### config.mk
export PLATFORM = sky130hd
export DESIGN_NAME = floppy_track_streamer
export DESIGN_NICKNAME = d
export VERILOG_FILES = /design/src/rtl/floppy_track_streamer.sv
export SDC_FILE = /design/constraint.sdc
export NUM_CORES = 1
export LEC_CHECK = 0
export CORE_UTILIZATION = 40
export DETAILED_ROUTE_END_ITERATION = 12
export HOLD_SLACK_MARGIN = 0.12
export MAX_ROUTING_LAYER = met4
export PLACE_DENSITY = 0.69
export SYNTH_ARGS = -nofsm -noshare
export SYNTH_HDL_FRONTEND = slang
export SYNTH_SLANG_ARGS = --single-unit
### constraint.sdc
create_clock -name clk -period 6.5 [get_ports clk]
set_input_delay 0.65 -clock clk [delete_from_list [all_inputs] [get_ports clk]]
set_output_delay 0.65 -clock clk [all_outputs]
set_load 0.02 [all_outputs]
### src/rtl/floppy_track_streamer.sv
// Streams a track out of a synchronous SRAM as MSB-first flux pulses with a
// once-per-revolution index pulse; the track repeats endlessly while enabled.
//
// state      | meaning
// IDLE       | outputs quiet, byte pointer held at 0, no SRAM access
// PRIME_REQ  | one-cycle read request for byte 0
// PRIME_WAIT | byte 0 returns; loaded into the shifter on exit
// STREAM     | serialising cells, prefetching the next byte once per byte
module floppy_track_streamer #(
    parameter int BIT_DIV    = 16,
    parameter int TRACK_LEN  = 6250,
    parameter int PULSE_CLKS = 4,
    parameter int INDEX_CLKS = 64
) (
    input  logic        clk,
    input  logic        rst_n,
    input  logic        enable,
    output logic [12:0] ram_addr,
    output logic        ram_rw,
    output logic        ram_en,
    input  logic [7:0]  ram_data,
    output logic        rd_pulse,
    output logic        rd_bit,
    output logic        index,
    output logic        streaming
);

    localparam int DIV_W = (BIT_DIV > 1) ? $clog2(BIT_DIV) : 1;
    localparam int IDX_W = $clog2(INDEX_CLKS + 1);
    localparam logic [DIV_W-1:0] DIV_LAST  = DIV_W'(BIT_DIV - 1);
    localparam logic [DIV_W-1:0] PULSE_END = DIV_W'(PULSE_CLKS);
    localparam logic [12:0]      PTR_LAST  = 13'(TRACK_LEN - 1);
    localparam logic [IDX_W-1:0] IDX_LOAD  = IDX_W'(INDEX_CLKS);

    typedef enum logic [1:0] {IDLE, PRIME_REQ, PRIME_WAIT, STREAM} state_t;

    function automatic logic [12:0] wrap_inc(input logic [12:0] p);
        return (p == PTR_LAST) ? 13'd0 : p + 13'd1;
    endfunction

    state_t           state_q, state_d;
    logic [12:0]      ptr_q, ptr_d, nxt_ptr;
    logic [7:0]       shifter_q, shifter_d;
    logic [7:0]       next_byte_q, next_byte_d;
    logic [2:0]       bit_idx_q, bit_idx_d;
    logic [DIV_W-1:0] div_cnt_q, div_cnt_d;
    logic [IDX_W-1:0] idx_cnt_q, idx_cnt_d;
    logic             rd_valid_q, rd_valid_d;
    logic [12:0]      ram_addr_q, ram_addr_d;
    logic             ram_en_q, ram_en_d;
    logic             rd_pulse_q, rd_pulse_d;
    logic             rd_bit_q, rd_bit_d;
    logic             index_q, index_d;
    logic             streaming_q, streaming_d;

    always_comb begin
        state_d     = state_q;
        ptr_d       = ptr_q;
        nxt_ptr     = wrap_inc(ptr_q);
        shifter_d   = shifter_q;
        next_byte_d = next_byte_q;
        bit_idx_d   = bit_idx_q;
        div_cnt_d   = div_cnt_q;
        idx_cnt_d   = (idx_cnt_q != '0) ? idx_cnt_q - IDX_W'(1) : '0;
        rd_valid_d  = ~ram_en_q;
        ram_addr_d  = ram_addr_q;
        ram_en_d    = 1'b1;

        case (state_q)
            IDLE: begin
                ptr_d     = '0;
                idx_cnt_d = '0;
                if (enable) begin
                    state_d    = PRIME_REQ;
                    ram_en_d   = 1'b0;
                    ram_addr_d = '0;
                end
            end
            PRIME_REQ: state_d = PRIME_WAIT;
            PRIME_WAIT: begin
                state_d    = STREAM;
                shifter_d  = ram_data;
                bit_idx_d  = '0;
                div_cnt_d  = '0;
                ptr_d      = '0;
                idx_cnt_d  = IDX_LOAD;
                ram_en_d   = 1'b0;
                ram_addr_d = wrap_inc(13'd0);
            end
            STREAM: begin
                // Prefetched byte lands two edges after its request.
                if (rd_valid_q) next_byte_d = ram_data;
                if (div_cnt_q == DIV_LAST) begin
                    div_cnt_d = '0;
                    if (bit_idx_q == 3'd7) begin
                        shifter_d  = next_byte_q;
                        bit_idx_d  = '0;
                        ptr_d      = nxt_ptr;
                        ram_en_d   = 1'b0;
                        ram_addr_d = wrap_inc(nxt_ptr);
                        if (nxt_ptr == 13'd0) idx_cnt_d = IDX_LOAD;
                    end else begin
                        shifter_d = {shifter_q[6:0], 1'b0};
                        bit_idx_d = bit_idx_q + 3'd1;
                    end
                end else begin
                    div_cnt_d = div_cnt_q + DIV_W'(1);
                end
            end
            default: state_d = IDLE;
        endcase

        // Dropping enable abandons everything, including a read in flight.
        if (!enable) begin
            state_d    = IDLE;
            ptr_d      = '0;
            bit_idx_d  = '0;
            div_cnt_d  = '0;
            idx_cnt_d  = '0;
            rd_valid_d = 1'b0;
            ram_en_d   = 1'b1;
            ram_addr_d = '0;
        end

        streaming_d = (state_d == STREAM);
        rd_bit_d    = streaming_d & shifter_d[7];
        rd_pulse_d  = rd_bit_d & (div_cnt_d < PULSE_END);
        index_d     = streaming_d & (idx_cnt_d != '0);
    end

    always_ff @(posedge clk or negedge rst_n) begin
        if (!rst_n) begin
            state_q     <= IDLE;
            ptr_q       <= '0;
            shifter_q   <= '0;
            next_byte_q <= '0;
            bit_idx_q   <= '0;
            div_cnt_q   <= '0;
            idx_cnt_q   <= '0;
            rd_valid_q  <= 1'b0;
            ram_addr_q  <= '0;
            ram_en_q    <= 1'b1;
            rd_pulse_q  <= 1'b0;
            rd_bit_q    <= 1'b0;
            index_q     <= 1'b0;
            streaming_q <= 1'b0;
        end else begin
            state_q     <= state_d;
            ptr_q       <= ptr_d;
            shifter_q   <= shifter_d;
            next_byte_q <= next_byte_d;
            bit_idx_q   <= bit_idx_d;
            div_cnt_q   <= div_cnt_d;
            idx_cnt_q   <= idx_cnt_d;
            rd_valid_q  <= rd_valid_d;
            ram_addr_q  <= ram_addr_d;
            ram_en_q    <= ram_en_d;
            rd_pulse_q  <= rd_pulse_d;
            rd_bit_q    <= rd_bit_d;
            index_q     <= index_d;
            streaming_q <= streaming_d;
        end
    end

    assign ram_addr  = ram_addr_q;
    assign ram_rw    = 1'b1;
    assign ram_en    = ram_en_q;
    assign rd_pulse  = rd_pulse_q;
    assign rd_bit    = rd_bit_q;
    assign index     = index_q;
    assign streaming = streaming_q;

endmodule

-- After elaboration in Yosys (flattened, before gate mapping)
Cells that the tools add are included.
- bitwise operators: 4
- shift-type cells: 0
- div/mod/pow operators: 0
- equal/unequal tests: 14
- add/sub/neg operators: 5
- reductions and logical operators: 11
- order comparisons: 1
- mux-type cells: 33
- multipliers: 0
- operators with widths (kind ; count):
    $mux 13 ; 8
    $pmux 13 s3 ; 1
    $mux 7 ; 5
    $add 13x1->13 const B ; 2
    $eq 13x13->1 const B ; 2
    $pmux 13 s2 ; 1
    $pmux 7 s3 ; 1
    $mux 8 ; 2
    $pmux 8 s2 ; 1
    $reduce_bool 7->1 ; 2
    $logic_not 13->1 ; 1
    $mux 3 ; 3
    $mux 4 ; 2
    $pmux 4 s2 ; 1
    $sub 7x1->7 const B ; 1
    $eq 2x2->1 const B ; 3
    $ne 3x3->1 const B ; 2
    $pmux 2 s3 ; 1
    $pmux 3 s2 ; 1
    $reduce_and 2->1 ; 3
    $reduce_and 3->1 ; 2
    $add 4x1->4 const B ; 1
    $eq 4x4->1 const B ; 1
    $lt 4x3->1 const B ; 1
    15 further kinds ; 20
- input port bits: 11
- memories: 0
- logic and storage cells: 83
- RAM bits: 0
- output and inout bits: 19
- latch bits: 0
- register bits: 64
- ROM bits: 0

-- Depth between registers and ports, before layout
Gate-level depths: netlist (run 1).
- word-level depth: 10
- depth in mapped cells: 10
- gate-level depth less buffers: 10

-- Worst setup path after synthesis (run 1)
OpenSTA, ideal clock, no wires.
- path type: reg2reg
- start point: register ptr_q[0]
- end point: register index_q (netlist: index)
- data required time: 6.379 ns
- library setup time: 0.121 ns
- stages on the path, launching flop included: 10
- path slack: 3.858 ns
- data arrival time: 2.521 ns
- buffers on the path: 1
- period minus slack after synthesis: 2.642 ns
- cell sequence: dfrtp_1 ha_1 buf_2 nand4_1 nor4_1 mux2_2 or4b_1 o31ai_1 a21o_2 o2bb2ai_1
- cells in the longest elaborated chain, start to end: 10
- elaborated cells on any way between the ends: 11
- classes of those cells: add/sub: 1; eq/ne: 1; mux: 6; bitwise: 1; reduce/logical: 2
- ends and longest elaborated chain (what ; line ; text):
    start, declared ; 42 ; logic [12:0] ptr_q, ptr_d, nxt_ptr;
    start signal, assigned ; 149 ; ptr_q <= ptr_d;
    $add 13x1->13 / $eq 13x13->1 (equally long branches) ; 38 ; return (p == PTR_LAST) ? 13'd0 : p + 13'd1;
    $mux 13 (*) ; 38 ;
    $logic_not 13->1 (*) ; 101 ; if (nxt_ptr == 13'd0) idx_cnt_d = IDX_LOAD;
    $mux 7 (*) ; 101 ;
    $mux 7 (*) ; 95 ; if (bit_idx_q == 3'd7) begin
    $mux 7 (*) ; 93 ; if (div_cnt_q == DIV_LAST) begin
    $pmux 7 s3 (*) ; 69 ; case (state_q)
    $mux 7 (*) ; 114 ; if (!enable) begin
    $reduce_bool 7->1 (*) ; 128 ; index_d = streaming_d & (idx_cnt_d != '0);
    $and 1x1->1 (*) ; 128 ;
    via index_d ; 53 ; logic index_q, index_d;
    end signal, assigned ; 160 ; index_q <= index_d;
    end, declared ; 53 ;
The timed path passes the listed nets; every way through them passes the cells marked *.
A chain may end at the register's enable or synchronous reset.

-- Worst setup path in the final report (run 1)
Same ends and word-level chain as after synthesis.

==> results.md, run 1 <==
Cells and area:
- Registers take 1600 um^2.
- The proportion of layout cells with a drive suffix above 1 is between 9 and 10%.
- The finished cells cover between 4000 and 5000 um^2.
- The share of the core filled with cells is 46.5%.
- In the final design database the tool counted 438 nets.
- Summing all multi-input logic gate instances after layout gives between 1500 and 2000 um^2.
- The antenna diode instance count is 0.
- Counting the fill cells in the layout gives ~860.
- From synthesis to final layout, the design area changed by 13.0%.

Setup path:
- The signal on the critical path passes through ha_1 > nand4_1 > nor4_1 > mux2_2 > or4b_1 > o31ai_1 > a21o_2 > o2bb2ai_1.
- For this run, the slowest stage of the critical path takes ~0.50 ns.
- The capturing element type of the critical path is a flip-flop.
- The slowest stage of the critical path is the sky130_fd_sc_hd__or4b_1 cell.
- The largest fanout on the critical path is 9.
- The data required time at the worst endpoint is approximately 6.7 ns.
- The class of the most critical setup path is reg2reg.
- On the critical path the largest part of the delay comes from simple AND/OR/NAND/NOR gates.
- The startpoint type of the worst setup path is a flip-flop.
- The data arrival time of the critical path is between 3 and 4 ns.
- The critical path contains buffers and inverters numbering 0 combined.

Timing:
- The setup violation total in the final timing report is 0.
- The number of failing hold endpoints at the final stage is 0.
- The total count of max-transition violations in the final report is 0.
- Measured against its own limit, the worst slew margin works out to between 40% and 50%.
- The worst clock skew on the final layout is between 0.015 and 0.02 ns.
- The summed negative setup slack over all endpoints is 0 ns.
- The measured slew at the worst slew-check pin is ~0.8 ns.
- Based on the critical path, the design can be clocked at up to 327 MHz.
- The clock period minus worst slack is slightly above 3 ns.
- The final critical path takes up around 47% of the cycle.
- Setup repair after global routing left no endpoint under its margin.

Clock tree:
- Hold repair after CTS inserted 0 buffers.
- The number of H-tree branching levels is 3.
- After clock tree synthesis, the clock-pin slew on the worst setup and hold paths is roughly 0.080 ns.
- Gates resized during post-CTS repair numbered 0.
- The clock tree from TritonCTS is yes.
- After clock tree synthesis, the setup repair step added 0 buffers.
- The maximum buffer depth of the clock tree is 2.
- The source-to-sink clock delay at the later pin of the worst-skew pair is roughly 0.34 ns.
- The cell sitting at the root of the clock tree is a sky130_fd_sc_hd__clkbuf_8.
- For this design, the sink count on the clock tree is 64.
- The TritonCTS buffer count is 9.

Drt:
- In this run the remaining antenna-violating nets after routing total 0.
- After detailed routing, the number of vias per cell comes to about 5.7.
- The violation count after the first detailed-routing iteration is ~140.
- The final wirelength is between 8 and 9 mm.
- In the final routed layout, each cell accounts on average for 15.8 um.
- The pre-antenna-repair detailed-routing pass consisted of 4 iterations.
- The routed via count is ~3000.
- In the routed design, unresolved DRC markers number 0.

Synthesis:
- Synthesis inferred between 60 and 70 register bits.
- The unique cell type count in the Yosys netlist is 59.
- The most instantiated flip-flop cell in the synthesis netlist is sky130_fd_sc_hd__dfrtp_1.
- Ranked by instance count, the synthesized netlist is headed by sky130_fd_sc_hd__dfrtp_1 (63), sky130_fd_sc_hd__nand2_1 (47), sky130_fd_sc_hd__o21ai_0 (30), sky130_fd_sc_hd__nor2_1 (27), sky130_fd_sc_hd__xnor2_1 (16).
- The post-synthesis instance area is about 3800 um^2.
- The number of nets in the synthesized netlist is between 400 and 500.
- Of the synthesized area, sequential elements account for between 40% and 50%.
- After synthesis, the cell types taking the most area are sky130_fd_sc_hd__dfrtp_1 (42%), sky130_fd_sc_hd__nand2_1 (4.7%), sky130_fd_sc_hd__ha_1 (4.3%), sky130_fd_sc_hd__o21ai_0 (4.0%), sky130_fd_sc_hd__mux2i_1 (3.7%).
- The average size of a mapped cell is around 9.5 um^2.
- Among all cell types in the netlist, the one instantiated most often is sky130_fd_sc_hd__dfrtp_1.
- The share of flip-flops with an asynchronous set or reset is 100%.
- The synthesized design contains 0 enable-type register cells.
- In this run the biggest area consumer among cell types represents roughly two fifths of the synthesized area.
- The gate count after technology mapping is between 300 and 400.
- The number of warnings issued by yosys is 0.
- The most area-hungry cell type in the Yosys netlist is sky130_fd_sc_hd__dfrtp_1.

Pwr:
- The leakage power total is 1.84 nW.
- VDD sags by at most around 0.00010 V.
- Power spread over the standard cell area amounts to between 200 and 250 nW/um^2.

Global routing:
- The via count of the first global-routing pass came to 2945.
- The remaining global-route overflow is 0.
- The global-route met3 utilization is under 10%.
- The initial antenna violation count is 0.
- The layer flagged by global routing as most heavily used is met2.
- In the global route stage, overall resource usage came out at around a fifth.
- The met1 routing resource usage after global routing is 24.9%.
- The maximum number of pins on one net before global-route repair is 65.
- The global-route wire length before repair is around 14 mm.
- Global routing used 29.7% of the available met2 tracks.

Floorplan:
- For this configuration, the core starts out at a cell density of 41.1%.
- The full die area is 9790 um^2.
- The area of the core is about 9200 um^2.
- From bottom edge to top edge, the die measures a little under 100 um.
- The number of placement rows is 35.
- The floorplan step set the die width to 99.0 um.
- Pin placement for this block handled 30 I/O pins.

Outcome:
- The flow ran to the end, and the final reports show no timing, DRC or antenna violations.

Placed design:
- The final HPWL from detailed placement is roughly 5.8 mm.
- After detailed placement, the total cell area comes to 4080 um^2.
- The number of buffers added on ports is 28.
- The final weighted congestion in routability-driven placement is roughly 0.85.

Run:
- The number of violations of the max-capacitance limit is 0.

Min path:
- The path category of the worst min-delay check is in2async.
through the flow:
| step | instances | power [W] | worst slack (ns) | hold slack [ns] |
|---|---|---|---|---|
| finish | 530 | 0.000928 | 3.44 | 0.474 |
| global route | 530 | 0.000983 | 3.22 | 0.504 |
| CTS | 530 | 0.000935 | 3.46 | 0.482 |
| detailed placement | 514 | 0.000631 | 3.35 | 0.471 |
| global placement | 514 | 0.000624 | 3.45 | 0.468 |
| floorplan | 396 | 0.000581 | 3.86 | 0.354 |
cell families after synthesis:
logic type | count (synthesis) | synth area share, %
and+or+nand+nor | 140 | 18.9
AOI/OAI and AO/OA | 92 | 17.3
DFF | 64 | 42.6
buffers and inverters | 39 | 4.76
xor gates and xnor gates | 24 | 5.59
muxes | 23 | 6.42
adders and majority gates | 13 | 4.32
other | 1 | 0.0997
final cells by class:
cell class / count / share of cell area, %
clock buffer: 9 / 2.91
clock inverter: 7 / 1.15
inverter: 14 / 1.24
multi-input combinational: 293 / 46.6
sequential: 64 / 37.7
tap: 111 / 3.27
timing repair buffer: 32 / 7.18
worst paths after layout:
check	start	endpoint	slack, ns	cells after the start
worst max register to register	ptr_q[0]	index	3.44	8
worst max-delay path	ptr_q[0]	index	3.44	8
max in group asynchronous	rst_n	ptr_q[4]	5.49	2
min in group clk	idx_cnt_q[0]	idx_cnt_q[0]	0.49	1
worst min-delay path	rst_n	shifter_q[5]	0.47	2
worst min register to register	idx_cnt_q[0]	idx_cnt_q[0]	0.49	1
placed cells by master, fill, tap and decap left out, types with 12 or more instances in the layout:
master	n
sky130_fd_sc_hd__o21ai_0	30
sky130_fd_sc_hd__mux2i_1	14
sky130_fd_sc_hd__nand2_1	47
sky130_fd_sc_hd__nor2_1	27
sky130_fd_sc_hd__ha_1	13
sky130_fd_sc_hd__dfrtp_1	63
sky130_fd_sc_hd__inv_1	14
sky130_fd_sc_hd__nand3_1	12
sky130_fd_sc_hd__xnor2_1	16
sky130_fd_sc_hd__clkdlybuf4s50_1	27
state kept, by name, summed over array words and instances (netlist names), 2 cells and up:
register / flops
state_q: 2
next_byte_q: 8
ram_addr: 13
shifter_q: 8
bit_idx_q: 3
idx_cnt_q: 7
div_cnt_q: 4
ptr_q: 13
worst reg2reg max path: cells and delay by family, from the launching register on:
kind,cells,cell delay [ns]
DFF,1,0.47
adders and majority gates,1,0.39
AOI/OAI and AO/OA,3,0.53
muxes,1,0.43
and+or+nand+nor,3,1.12
layer usage:
layer / routed length (um) / part of all wire, %
met1: 4030 / 48
met2: 3880 / 46
met3: 320 / 3.8
met5: 0 / 0
met4: 147 / 1.8
power by group:
part / switching, W / internal [W] / total (W) / leakage, nW
logic: 0.0000821 / 0.0000754 / 0.000158 / 0.902
clock network: 0.000167 / 0.000138 / 0.000305 / 0.0889
registers: 0.0000262 / 0.000439 / 0.000465 / 0.852
total: 0.000276 / 0.000653 / 0.000928 / 1.84
No activity file was read; power rests on OpenSTA's default activity.
==> run 2: changes to the inputs <==
==> constraint.sdc (replaced) <==
create_clock -name clk -period 3.15 [get_ports clk]
set_input_delay 0.315 -clock clk [delete_from_list [all_inputs] [get_ports clk]]
set_output_delay 0.315 -clock clk [all_outputs]
set_load 0.02 [all_outputs]
==> results.md, run 2 (synthesis gave the netlist of run 1 again) <==
Drt:
- The count of unresolved DRC violations after routing is 0 (unchanged).
- The violation count after the first detailed-routing iteration was 138 (-3.5%).
- The per-cell routed wire length is 15.6 um (-1.1%).
- The detailed-router iteration count before antenna repair is 4 (unchanged).
- The via density per instance came to 5.66 (-0.32%).
- The number of nets with antenna violations after detailed routing came to 0 (unchanged).
- The routed via count is 3071 (+2.1%).
- The final wirelength is 8.49 mm (+1.3%).

Clock tree:
- The number of hold buffers added after cts came to 0 (unchanged).
- TritonCTS built the clock tree.
- The source-to-sink clock delay at the later pin of the worst-skew pair is 0.35 ns (about the same).
- The clock-pin slew on the worst setup and hold paths is 0.08 ns (about the same).
- The post-cts resize count came to 0 (unchanged).
- The number of clock sinks is 64 (unchanged).
- The number of H-tree branching levels came to 3 (unchanged).
- The TritonCTS buffer count came to 9 (unchanged).
- The maximum buffer depth of the clock tree came to 2 (unchanged).
- The tree is rooted in a sky130_fd_sc_hd__clkbuf_8.
- The number of buffers added for setup after CTS is 0 (unchanged).

Global routing:
- The maximum number of pins on one net before global-route repair is 43 (-34%).
- The global-route wire length before repair is 14.9 mm (+4.1%).
- The initial antenna violation count is 0 (unchanged).
- The remaining global-route overflow is 0 (unchanged).
- The global-route usage over all layers is 19.7% (+0.58 points).
- The via count of the first global-routing pass is 3013 (+2.3%).

Pwr:
- The clock power share is 34.8% (+1.9 points).
- The relative contribution of combinational cells to total power is 16.8% (-0.2 points).
- The peak ir drop on the vdd network is 0.000203 V (+95%).
- The switching power summed over all nets is 0.000556 W (+100%).
- The sequential fraction of design power is 48.3% (-1.8 points).
- The leakage power total is 1.91 nW (+3.4%).
- The internal power came to 0.00143 W (+120%).
- The switching share of total power came to 28.0% (-1.7 points).
- The power density over cell area is 455 nW/um^2 (+110%).

Timing:
- The summed negative setup slack over all endpoints is 0 ns (unchanged).
- The clock period minus worst slack is 2.83 ns (-0.236 ns).
- The final clock period utilization by the worst path is 89.7% (+43 points).
- The worst max-slew margin expressed relative to the limit is 39.1% (-7.2 points).
- The total count of max-transition violations in the final report came to 0 (unchanged).
- The minimum setup slack in the final design is 0.324 ns (-3.11 ns).
- The measured slew at the worst slew-check pin is 0.914 ns (+0.108 ns).
- The worst clock skew on the final layout was 0.0147 ns (-0.00113 ns).
- The highest attainable clock frequency was 354 MHz (+8.4%).
- The number of failing hold endpoints at the final stage is 0 (unchanged).
- The setup violation total in the final timing report is 0 (unchanged).
- Setup repair after global routing left no endpoint under its margin.

Cells and area:
- The antenna diode instance count is 0 (unchanged).
- The library cell used most frequently in the layout, excluding fill and tap cells, is sky130_fd_sc_hd__dfrtp_1.
- The net total in the final layout is 451 (+3.0%).
- The proportion of layout cells with a drive suffix above 1 is 12.0% (+2.3 points).
- In the layout the commonest cells are sky130_fd_sc_hd__dfrtp_1 (63), sky130_fd_sc_hd__nand2_1 (47), sky130_fd_sc_hd__o21ai_0 (30).
- The share of the core filled with cells was 47.7% (+1.2 points).
- The area growth from synthesis to layout is 16.1%.

Placed design:
- The final HPWL from detailed placement was 6.01 mm (+3.2%).
- The number of buffers added on ports was 28 (unchanged).
- The final weighted congestion in routability-driven placement is 0.946 (+11%).
- The minimum setup slack after placement is 0.391 ns (-2.96 ns).

Setup path:
- The source of the worst register-to-register timing path is ptr_q[0].
- The data required time at the worst endpoint is 3.39 ns (-3.33 ns).
- The data arrival time of the critical path came to 3.06 ns (-0.22 ns).
- The critical path in this run is classified as reg2reg.
- STA classifies the critical path endpoint as a flip-flop.
- The dominant delay contributor by cell family on the critical path is simple AND/OR/NAND/NOR gates.
- The stage delay of the slowest cell on the critical path came to 0.51 ns (about the same).
- The worst path buffer plus inverter count is 0 (unchanged).
- The largest fanout on the critical path is 7 (-2).
- For this design, the slowest cell found on the critical path is sky130_fd_sc_hd__or4b_1.
- STA classifies the critical path startpoint as a flip-flop.
- The signal on the critical path passes through ha_1 > nand4_1 > nor4_1 > mux2_2 > or4b_1 > o31ai_1 > a21o_2 > o2bb2ai_1.
- The most critical setup path has its startpoint at ptr_q[0].
- The number of cells on the critical path is 8 (unchanged).
- The length in cells of the worst reg-to-reg path is 8 (unchanged).

Floorplan:
- The initial cell density of the core came to 41.1% (unchanged).
- The die height is 99.0 um (unchanged).
- The number of top-level pins is 30 (unchanged).
- The number of placement rows is 35 (unchanged).
- The full die area was 9790 um^2 (unchanged).
- The area of the core is 9150 um^2 (unchanged).
- The die boundary width is 99.0 um (unchanged).

Outcome:
- The run finished with clean final reports.

Run:
- The number of violations of the max-capacitance limit is 0 (unchanged).

Min path:
- The path category of the worst min-delay check is in2async.
==> run 2: final timing paths <==
path / endpoint / slack, ns
max: index / 0.32
min: next_byte_q[6] / 0.1
max reg2reg: index / 0.32
min reg2reg: idx_cnt_q[0] / 0.49
max in group asynchronous: ram_addr[0] / 2.29
min in group clk: idx_cnt_q[0] / 0.49
==> run 2: metal layers <==
layer | part of all wire, % | vias up | global-route usage [%] | wire [um]
met3 | 2.8 | 12 | 3.83 | 237
met1 | 49 | 1525 | 25.5 | 4170
met2 | 47 | 47 | 30.3 | 3970
met4 | 1.3 | 0 | 7.69 | 114
li1 | - | 1487 | - | -
met5 | 0 | - | - | 0
==> run 2: area by class of cell <==
class	instances	area, um^2
Fill cell	847	4790
Timing Repair Buffer	45	403
Clock buffer	11	131
Multi-Input combinational cell	293	1980
Inverter	14	52.6
Clock inverter	5	57.6
Tap cell	111	139
Sequential cell	64	1600
==> run 2: worst reg2reg max path, delay by kind of cell (launching register included) <==
| family | cells | cell delay (ns) |
|---|---|---|
| adders and majority gates | 1 | 0.21 |
| AOI/OAI and AO/OA | 3 | 0.54 |
| muxes | 1 | 0.43 |
| DFF | 1 | 0.46 |
| and+or+nand+nor | 3 | 1.09 |
==> run 2: power by group through the flow <==
stage	combinational, W	sequential (W)	clock, W
after CTS	0.000339	0.000958	0.000709
final	0.000334	0.000960	0.000692
after floorplan	0.000229	0.000969	0
after global placement	0.000323	0.000971	0
after global routing	0.000378	0.000971	0.000749
after detailed placement	0.000335	0.000974	0
==> run 2: metrics by stage <==
| stage | power, W | instances | hold WS (ns) | cell area (um^2) |
|---|---|---|---|---|
| floorplan | 0.00120 | 396 | 0.0194 | 3760 |
| global placement | 0.00129 | 527 | 0.463 | 4180 |
| detailed placement | 0.00131 | 527 | 0.479 | 4180 |
| CTS | 0.00201 | 543 | 0.125 | 4370 |
| global route | 0.00210 | 543 | 0.167 | 4370 |
| finish | 0.00199 | 543 | 0.0957 | 4370 |
==> run 3: changes to the inputs <==
--- a/config.mk
+++ b/config.mk
@@ -7,9 +7,9 @@
 export LEC_CHECK = 0
 export CORE_UTILIZATION = 40
 export DETAILED_ROUTE_END_ITERATION = 12
+export GPL_TIMING_DRIVEN = 0
 export HOLD_SLACK_MARGIN = 0.12
-export MAX_ROUTING_LAYER = met4
-export PLACE_DENSITY = 0.69
+export PLACE_DENSITY = 0.72
 export SYNTH_ARGS = -nofsm -noshare
 export SYNTH_HDL_FRONTEND = slang
 export SYNTH_SLANG_ARGS = --single-unit
==> constraint.sdc (replaced) <==
create_clock -name clk -period 2.41 [get_ports clk]
set_input_delay 0.241 -clock clk [delete_from_list [all_inputs] [get_ports clk]]
set_output_delay 0.241 -clock clk [all_outputs]
set_load 0.02 [all_outputs]
==> results.md, run 3 (synthesis gave the netlist of run 1 again) <==
Outcome:
- The run finished, with violations left.
- The checks that failed: design-rule violations, negative setup slack.

Floorplan:
- The die boundary width came to 99.0 um (unchanged).
- The die height is 99.0 um (unchanged).
- The number of placement rows is 35 (unchanged).
- The area of the core came to 9150 um^2 (unchanged).
- The full die area is 9790 um^2 (unchanged).
- The initial cell density of the core is 41.1% (unchanged).
- The number of top-level pins was 30 (unchanged).

Cells and area:
- The antenna diode instance count was 0 (unchanged).
- The net total in the final layout is 491 (+8.9%).
- The count of filler cells inserted in the layout came to 799 (-5.7%).
- The relative area change from synthesis to final layout is 28.4%.
- The most common cell after layout, fill and taps aside is sky130_fd_sc_hd__dfrtp_1.
- The cell area after layout was 4830 um^2 (+11%).
- In the layout the commonest cells are sky130_fd_sc_hd__dfrtp_1 (61), sky130_fd_sc_hd__nand2_1 (45), sky130_fd_sc_hd__buf_4 (32).
- The proportion of layout cells with a drive suffix above 1 is 23.9% (+12 points).

Pwr:
- The overall power consumption is 0.00264 W (+33%).
- The power density over cell area came to 546 nW/um^2 (+20%).
- The leakage power total is 2.13 nW (+12%).
- The peak ir drop on the vdd network was 0.000200 V (-1.3%).

Setup path:
- The worst path buffer plus inverter count is 2 (+2).
- The dominant delay contributor by cell family on the critical path is simple AND/OR/NAND/NOR gates.
- The data arrival time of the critical path is 2.93 ns (-0.13 ns).
- The largest individual stage delay along the critical path comes from the cell sky130_fd_sc_hd__or4b_4.
- The data required time at the worst endpoint is 2.66 ns (-0.73 ns).
- The worst setup path is launched from a flip-flop.
- The stage delay of the slowest cell on the critical path is 0.48 ns (-0.03 ns).
- The length in cells of the worst reg-to-reg path is 11 (+3).
- Traced cell by cell, the critical path runs through buf_6 > inv_4 > ha_4 > and4bb_2 > nand4_1 > nand2_1 > ha_2 > or4b_4 > o31ai_2 > a21o_2 > nor2_1.
- The largest fanout on the critical path is 7 (unchanged).
- The worst setup path is of the reg2reg kind.
- STA classifies the critical path endpoint as a flip-flop.
- The number of cells on the critical path is 11 (+3).

Timing:
- The highest attainable clock frequency is 373 MHz (+5.4%).
- The clock period minus worst slack is 2.68 ns (-0.145 ns).
- The minimum setup slack in the final design was -0.271 ns (-0.595 ns).
- The number of failing hold endpoints at the final stage is 0 (unchanged).
- The total count of max-transition violations in the final report is 0 (unchanged).
- The worst max-slew margin expressed relative to the limit is 46.0% (+6.9 points).
- The worst clock skew on the final layout is 0.0113 ns (-0.00342 ns).
- Setup repair after global routing could not meet its margin everywhere.
- The measured slew at the worst slew-check pin is 0.810 ns (-0.104 ns).
- The setup violation total in the final timing report is 20 (+20).
- The final clock period utilization by the worst path is 111% (+22 points).
- The summed negative setup slack over all endpoints is -3.46 ns (-3.46 ns).

Placed design:
- The number of buffers added on ports is 28 (unchanged).
- The final weighted congestion in routability-driven placement came to 0.919 (-2.8%).
- The minimum setup slack after placement is -0.478 ns (-0.870 ns).
- The instance area after placement is 4180 um^2 (about the same).
- The final HPWL from detailed placement was 6.47 mm (+7.6%).

Drt:
- The detailed-router iteration count before antenna repair is 10 (+6).
- The number of nets with antenna violations after detailed routing is 0 (unchanged).
- The count of unresolved DRC violations after routing is 2 (+2).
- The per-cell routed wire length is 17.2 um (+10%).
- The via density per instance is 5.74 (+1.5%).
- The violation count after the first detailed-routing iteration is 265 (+92%).
- The final wirelength came to 10.0 mm (+18%).
- The routed via count is 3347 (+9.0%).

Global routing:
- The global-route usage over all layers is 21.2% (+1.5 points).
- The global-route wire length before repair was 15.9 mm (+7.2%).
- The remaining global-route overflow was 0 (unchanged).
- The maximum number of pins on one net before global-route repair was 65 (+51%).
- The initial antenna violation count came to 0 (unchanged).
- The via count of the first global-routing pass came to 3314 (+10%).

Clock tree:
- The source-to-sink clock delay at the later pin of the worst-skew pair is 0.36 ns (about the same).
- The number of H-tree branching levels was 3 (unchanged).
- The cell at the root of the clock tree is sky130_fd_sc_hd__clkbuf_8.
- The maximum buffer depth of the clock tree is 2 (unchanged).
- The clock-pin slew on the worst setup and hold paths is 0.07 ns (about the same).
- The number of clock sinks is 64 (unchanged).
- The clock tree from TritonCTS is yes.
- The TritonCTS buffer count is 9 (unchanged).

Run:
- The number of violations of the max-capacitance limit is 0 (unchanged).

Min path:
- Along the worst hold path, the cell count comes to 2.
- The path category of the worst min-delay check is reg2reg.
==> run 3: changes by cell type in the layout (fill, tap and decap cells not counted), moves of 3 or more <==
cell | previous run | this run
sky130_fd_sc_hd__clkbuf_2 | 0 | 4
sky130_fd_sc_hd__buf_4 | 17 | 32
sky130_fd_sc_hd__o21ai_2 | 0 | 3
sky130_fd_sc_hd__o21ai_0 | 30 | 27
sky130_fd_sc_hd__clkbuf_1 | 2 | 9
sky130_fd_sc_hd__buf_6 | 0 | 8
sky130_fd_sc_hd__buf_2 | 1 | 4
==> run 3: through the flow <==
stage	util [%]	hold WS, ns	cells
after detailed placement	45.7	0.397	535
after floorplan	-	-0.0546	396
after global placement	45.7	0.461	535
after global routing	52.8	0.503	583
after CTS	51.5	0.478	577
final	52.8	0.479	583
==> run 3: layer usage <==
layer	share of wire, %	vias up	track usage [%]
li1	-	1561	-
met1	42	1629	27.0
met2	49	130	33.9
met3	5.9	27	4.96
met4	2.6	0	10.1
met5	0	-	0
==> run 3: where the power goes <==
group | switching, W | total, W | leakage [nW] | internal (W)
registers | 0.0000736 | 0.00126 | 0.849 | 0.00118
logic | 0.000238 | 0.000445 | 1.18 | 0.000207
clock network | 0.000430 | 0.000934 | 0.0993 | 0.000504
==> run 3: path summary, 6_finish.rpt <==
path	startpoint	endpoint	slack, ns
worst max-delay path	ptr_q[1]	idx_cnt_q[3]	-0.27
worst max register to register	ptr_q[1]	idx_cnt_q[3]	-0.27
min in group asynchronous	rst_n	shifter_q[5]	0.52
worst min register to register	ram_addr[3]	ram_addr[3]	0.48
worst min-delay path	ram_addr[3]	ram_addr[3]	0.48
max in group asynchronous	rst_n	ptr_q[0]	1.32
==> run 3: worst register-to-register path: stages (launching register included) <==
cell and delay, ns:
sky130_fd_sc_hd__dfrtp_2 0.43, sky130_fd_sc_hd__buf_6 0.13, sky130_fd_sc_hd__inv_4 0.05, sky130_fd_sc_hd__ha_4 0.12
sky130_fd_sc_hd__and4bb_2 0.26, sky130_fd_sc_hd__nand4_1 0.21, sky130_fd_sc_hd__nand2_1 0.18, sky130_fd_sc_hd__ha_2 0.18
sky130_fd_sc_hd__or4b_4 0.48, sky130_fd_sc_hd__o31ai_2 0.22, sky130_fd_sc_hd__a21o_2 0.25, sky130_fd_sc_hd__nor2_1 0.06
==> run 3: timing repair <==
item | CTS | global route
setup buffers | 25 | 7
gates cloned | 0 | 1
hold buffers | 1 | 0
pin swaps | 19 | 18
setup endpoints to repair | 34 | 32
endpoints found under the hold margin | 63 | 0
resized for setup | 36 | 23
==> run 3: layout make-up <==
cell class                      count  area (um^2)  area share [%]
Clock buffer                       11          141            2.93
Sequential cell                    64         1610            33.2
Clock inverter                      5         56.3            1.17
Inverter                           14         55.1            1.14
Tap cell                          111          139            2.88
Multi-Input combinational cell    293         2150            44.5
Timing Repair Buffer               61          551            11.4
Buffer                             24          134            2.77
